==> src/rtl/reg32_serial_tx.sv <==
`timescale 1ns/1ps
`default_nettype none
// +------------------------------------------------------------------+
// | Module  : reg32_serial_tx                                        |
// | Brief   : Latches a 32-bit word and streams it one bit at a time  |
// |           over a valid/ready serial port, MSB or LSB first.      |
// | Revision: 1.0 - initial release                                  |
// +------------------------------------------------------------------+
module reg32_serial_tx #(
  parameter int MSB_FIRST = 1
) (
  input  logic        Clock,
  input  logic        Reset,
  input  logic        En,
  input  logic        Load_Valid,
  input  logic [31:0] Data_In,
  output logic        Load_Ready,
  output logic        Ser_Out,
  output logic        Ser_Valid,
  input  logic        Ser_Ready,
  output logic [5:0]  Bit_Count,
  output logic        Done
);

  localparam logic [1:0] c_IDLE  = 2'd0;
  localparam logic [1:0] c_SHIFT = 2'd1;
  localparam logic [1:0] c_DONE  = 2'd2;

  logic [1:0]  r_state;
  logic [1:0]  w_next_state;
  logic [31:0] r_word;        // word latched at accept, held for the whole frame
  logic [5:0]  r_bit_count;
  logic        r_ser_out;
  logic        r_ser_valid;
  logic        r_done;

  logic        w_accept;
  logic        w_xfer;
  logic        w_last;
  logic        w_first_bit;
  logic [4:0]  w_next_idx;
  logic        w_next_bit;

  // Bit ordering: pick which end of the word leads and how the index walks.
  if (MSB_FIRST != 0) begin : g_msb_first
    assign w_first_bit = Data_In[31];
    assign w_next_idx  = 5'd30 - r_bit_count[4:0];
  end else begin : g_lsb_first
    assign w_first_bit = Data_In[0];
    assign w_next_idx  = r_bit_count[4:0] + 5'd1;
  end

  assign w_next_bit = r_word[w_next_idx];
  assign w_accept   = Load_Valid && Load_Ready;
  assign w_xfer     = r_ser_valid && Ser_Ready && En;
  assign w_last     = w_xfer && (r_bit_count == 6'd31);

  // State register, cleared asynchronously.
  always_ff @(posedge Clock or negedge Reset) begin
    if (!Reset) begin
      r_state <= c_IDLE;
    end else begin
      r_state <= w_next_state;
    end
  end

  // Next-state logic; unused encodings fall back to IDLE.
  always_comb begin
    w_next_state = r_state;
    case (r_state)
      c_IDLE:  if (w_accept) w_next_state = c_SHIFT;
      c_SHIFT: if (w_last)   w_next_state = c_DONE;
      c_DONE:  if (En)       w_next_state = c_IDLE;
      default:               w_next_state = c_IDLE;
    endcase
  end

  // Datapath registers: word latch, bit counter, serial bit, valid and done flags.
  always_ff @(posedge Clock or negedge Reset) begin
    if (!Reset) begin
      r_word      <= 32'd0;
      r_bit_count <= 6'd0;
      r_ser_out   <= 1'b0;
      r_ser_valid <= 1'b0;
      r_done      <= 1'b0;
    end else if (En) begin
      case (r_state)
        c_IDLE: begin
          if (w_accept) begin
            r_word      <= Data_In;
            r_bit_count <= 6'd0;
            r_ser_out   <= w_first_bit;
            r_ser_valid <= 1'b1;
          end
        end
        c_SHIFT: begin
          if (w_last) begin
            r_bit_count <= 6'd32;
            r_ser_out   <= 1'b0;
            r_ser_valid <= 1'b0;
            r_done      <= 1'b1;
          end else if (w_xfer) begin
            r_bit_count <= r_bit_count + 6'd1;
            r_ser_out   <= w_next_bit;
          end
        end
        c_DONE: begin
          r_done      <= 1'b0;
          r_bit_count <= 6'd0;
        end
        default: begin
          r_bit_count <= 6'd0;
          r_ser_out   <= 1'b0;
          r_ser_valid <= 1'b0;
          r_done      <= 1'b0;
        end
      endcase
    end
  end

  // Outputs: disabling masks valid (and the bit with it) without losing held state.
  always_comb begin
    Load_Ready = (r_state == c_IDLE) && En;
    Ser_Valid  = r_ser_valid && En;
    Ser_Out    = r_ser_out && r_ser_valid && En;
    Bit_Count  = r_bit_count;
    Done       = r_done;
  end

endmodule
`default_nettype wire

==> config.mk <==
export PLATFORM = sky130hd
export DESIGN_NAME = reg32_serial_tx
export DESIGN_NICKNAME = d
export VERILOG_FILES = /design/src/rtl/reg32_serial_tx.sv
export SDC_FILE = /design/constraint.sdc
export NUM_CORES = 1
export LEC_CHECK = 0
export ABC_AREA = 1
export CAP_MARGIN = 25
export CORE_UTILIZATION = 52
export DETAILED_ROUTE_END_ITERATION = 12
export PLACE_DENSITY = 0.82
export SLEW_MARGIN = 40
export SYNTH_ARGS = -nofsm -noshare
export SYNTH_HDL_FRONTEND = slang
export SYNTH_SLANG_ARGS = --single-unit
==> constraint.sdc <==
create_clock -name Clock -period 4.4 [get_ports Clock]
set_input_delay 0.88 -clock Clock [delete_from_list [all_inputs] [get_ports Clock]]
set_output_delay 0.88 -clock Clock [all_outputs]
set_load 0.02 [all_outputs]
==> results.py <==
metrics = {
    "job": {
        "drv_cap": 0,
    },
    "grt": {
        "grt_util_met2_pct": 41.9,
        "grt_pass1_wl_mm": 8.05,
        "grt_overflow_total": 0,
        "met3_usage_pct": 4.79,
        "grt_busiest_layer": "met2",
        "grt_pass1_vias": 1867,
        "grt_max_degree": 44,
        "grt_util_all_layers_pct": 24.5,
        "antenna_found_initial": 0,
        "use_met1_pct": 30.2,
    },
    "power": {
        "power_density_nw_per_um2": 619,
        "p_int_mw": 1.05,
        "pwr-share-seq_pct": 39.0,
        "finalPower_mw": 1.71,
        "power_frac_comb_pct": 39.6,
        "p_switching_mw": 0.663,
        "netSwitchingFraction_pct": 38.7,
        "vdd_drop_max_v": 0.000330,
        "pwr-share-clk_pct": 21.5,
        "p_leak_nw": 1.36,
    },
    "final_layout": {
        "finalNetCount": 367,
        "fill_cells": 334,
        "fin_util_pct": 69.2,
        "diodes": 0,
        "final_area_sq_um": 2770,
        "layout.cells.non_filler": 379,
        "drive_gt1_share_pct": 6.99,
        "area_growth_pct": 27.4,
    },
    "critical_path": {
        "cp-start-kind": "input port",
        "cp.required_ns": 3.52,
        "path_cells": "clkdlybuf4s50_1 > inv_1 > nor2_1 > clkdlybuf4s50_1",
        "cp_common_cell": "clkdlybuf4s50_1",
        "worstSetupEndpointType": "primary output",
        "max_stage_delay_ns": 0.63,
        "worstPathArrival_ns": 2.28,
        "crit_type": "input port to primary output",
        "cp_max_fo": 5,
        "reg2reg_setup_slack_ns": 2.12,
        "rr_worst_depth": 11,
        "crit_path_top_delay_cell": "clkdlybuf4s50_1",
    },
    "hold_path": {
        "hold_depth": 2,
        "hold_path.class": "flop to flop",
    },
    "place": {
        "preCtsSetupSlack_ns": 1.24,
        "gp_congestion": 0.822,
        "dpl.hpwl_mm": 3.10,
        "dp_cells": 371,
        "port_buffers": 46,
        "placed_area_sq_um": 2630,
    },
    "yosys": {
        "synth_largest_area_cell": "dfrtp_1",
        "synth_fp_nets": 324,
        "yosys.cell_count.top_type": "nand2_1",
        "synth_edf_count": 0,
        "syn_inst": 285,
        "synth_top_flop_cell": "dfrtp_1",
        "async_reset_ff_share_pct": 100,
        "synth_top_cell_area_share_pct": 49.5,
        "ys_ff_latch": 43,
        "synth_top_cells_by_count": "nand2_1 (146), dfrtp_1 (43), nand3_1 (32), inv_1 (10), nor2_1 (9)",
        "yosysUniqueCellTypes": 29,
        "ys_seq_area_share_pct": 49.5,
        "ys.warnings.count": 0,
        "syn_area_sq_um": 2170,
        "synth.avg_cell_area_sq_um": 7.62,
        "yosys-top-cells-area": "dfrtp_1 (50%), nand2_1 (25%), nand3_1 (7.4%)",
    },
    "cts": {
        "clk_path_buf_depth": 2,
        "clk_pin_slew_ns": 0.08,
        "postCtsHoldBufs": 0,
        "cts_buffers": 5,
        "cts-root-buf": "clkbuf_8",
        "clock-sinks": 43,
        "ctsHtreeMaxLevel": 2,
        "postCtsSetupRepairBufs": 0,
        "worst_skew_pair.late_latency_ns": 0.30,
        "cts_resized": 0,
        "cts_tree": "built",
    },
    "floorplanning": {
        "die_h_um": 66.6,
        "chipWidth_um": 66.6,
        "pin_count": 47,
        "start_util_pct": 54.3,
        "die_area_sq_um": 4440,
        "row_count": 23,
        "core_area_sq_um": 4000,
    },
    "drt": {
        "drt_wl_total_mm": 4.68,
        "avgRoutedWirePerCell_um": 12.4,
        "vias": 1917,
        "ant_nets": 0,
        "drc": 0,
        "first_pass_iters": 4,
        "drtIter0Drc": 116,
        "viasPerCell": 5.06,
    },
    "sta": {
        "tns_ns": 0,
        "rsz0062_at_grt": "false",
        "finalCriticalPeriod_ns": 3.16,
        "final-max-slew-violation-count": 0,
        "holdWs_ns": 0.484,
        "tightest_slew_ns": 0.749,
        "fin_crit_sh_pct": 71.7,
        "hold_violations": 0,
        "slew_headroom_pct": 50.1,
        "clock.fmax_mhz": 317,
        "finalSetupViolCount": 0,
        "layout_setup_ws_ns": 1.24,
        "fin_skew_ns": 0.00467,
    },
    "outcome": {
        "status": "completed",
    },
}
## state kept, by name (all words and copies together), names as in the netlist
register     flops
r_word          32
Bit_Count        6
r_state          2
Done             1
r_ser_out        1
r_ser_valid      1
## cells by family (layout without fill, tap and decap cells)
kind of cell | Yosys count | count (layout) | share of synthesized area, %
simple gates | 195 | 195 | 37.3
xor+xnor | 5 | 5 | 2.02
buf+inv | 27 | 71 | 5.88
compound gates | 13 | 13 | 4.09
fa+ha+maj | 2 | 2 | 1.15
flops | 43 | 43 | 49.5
## cells in the final DEF, fill, tap and decap left out
cell and n:
o21ai_0 2, o22ai_1 2, nand3_2 1, xor2_1 4, buf_4 1, bufinv_16 2, a21oi_1 2, o21ai_1 2
clkdlybuf4s50_1 45, a31o_1 1, ha_1 2, nand2_1 146, inv_2 6, nor3_1 1, or2_2 1, nor2_1 9
a21oi_4 1, inv_4 1, nand2_4 1, nand3b_1 1, inv_1 10, nand3_1 32, a31oi_1 1, dfrtp_1 43
nor3_4 1, o31ai_1 2, clkbuf_8 5, xnor2_1 1, clkinvlp_4 1, nand2_2 2
## worst paths after layout
kind	startpoint	end
worst max-delay path	En	Load_Ready
worst min-delay path	r_word[3]	r_word[3]
worst max register to register	Bit_Count[0]	r_ser_out
worst min register to register	r_word[3]	r_word[3]
max in group asynchronous	Reset	Done
min in group asynchronous	Reset	Bit_Count[5]
## critical path, delay by kind of cell
family | cells | cell delay (ns)
buffers and inverters | 3 | 1.24
and+or+nand+nor | 1 | 0.16
## cell type report
type | count | area [sq um] | share of cell area (%)
tap | 50 | 62.6 | 2.26
sequential | 43 | 1080 | 38.9
timing repair buffer | 46 | 458 | 16.5
inverter | 17 | 66.3 | 2.40
clock inverter | 3 | 67.6 | 2.44
clock buffer | 5 | 68.8 | 2.49
multi-input combinational | 215 | 968 | 35.0
## power by group through the flow
stage          combinational (mW)  clock (mW)  sequential [mW]
2_1_floorplan               0.497           0            0.649
3_3_place_gp                0.652           0            0.667
3_5_place_dp                0.666           0            0.670
4_1_cts                     0.681       0.368            0.665
5_1_grt                     0.776       0.388            0.684
6_report                    0.678       0.367            0.667
## layer usage
metal	wire length, um	share of wire [%]	up-vias
met3	135	2.9	10
li1	-	-	979
met1	2070	44	888
met5	0	0	-
met2	2380	51	40
met4	91	1.9	0
Note: power is estimated with default switching activity, not from simulation.
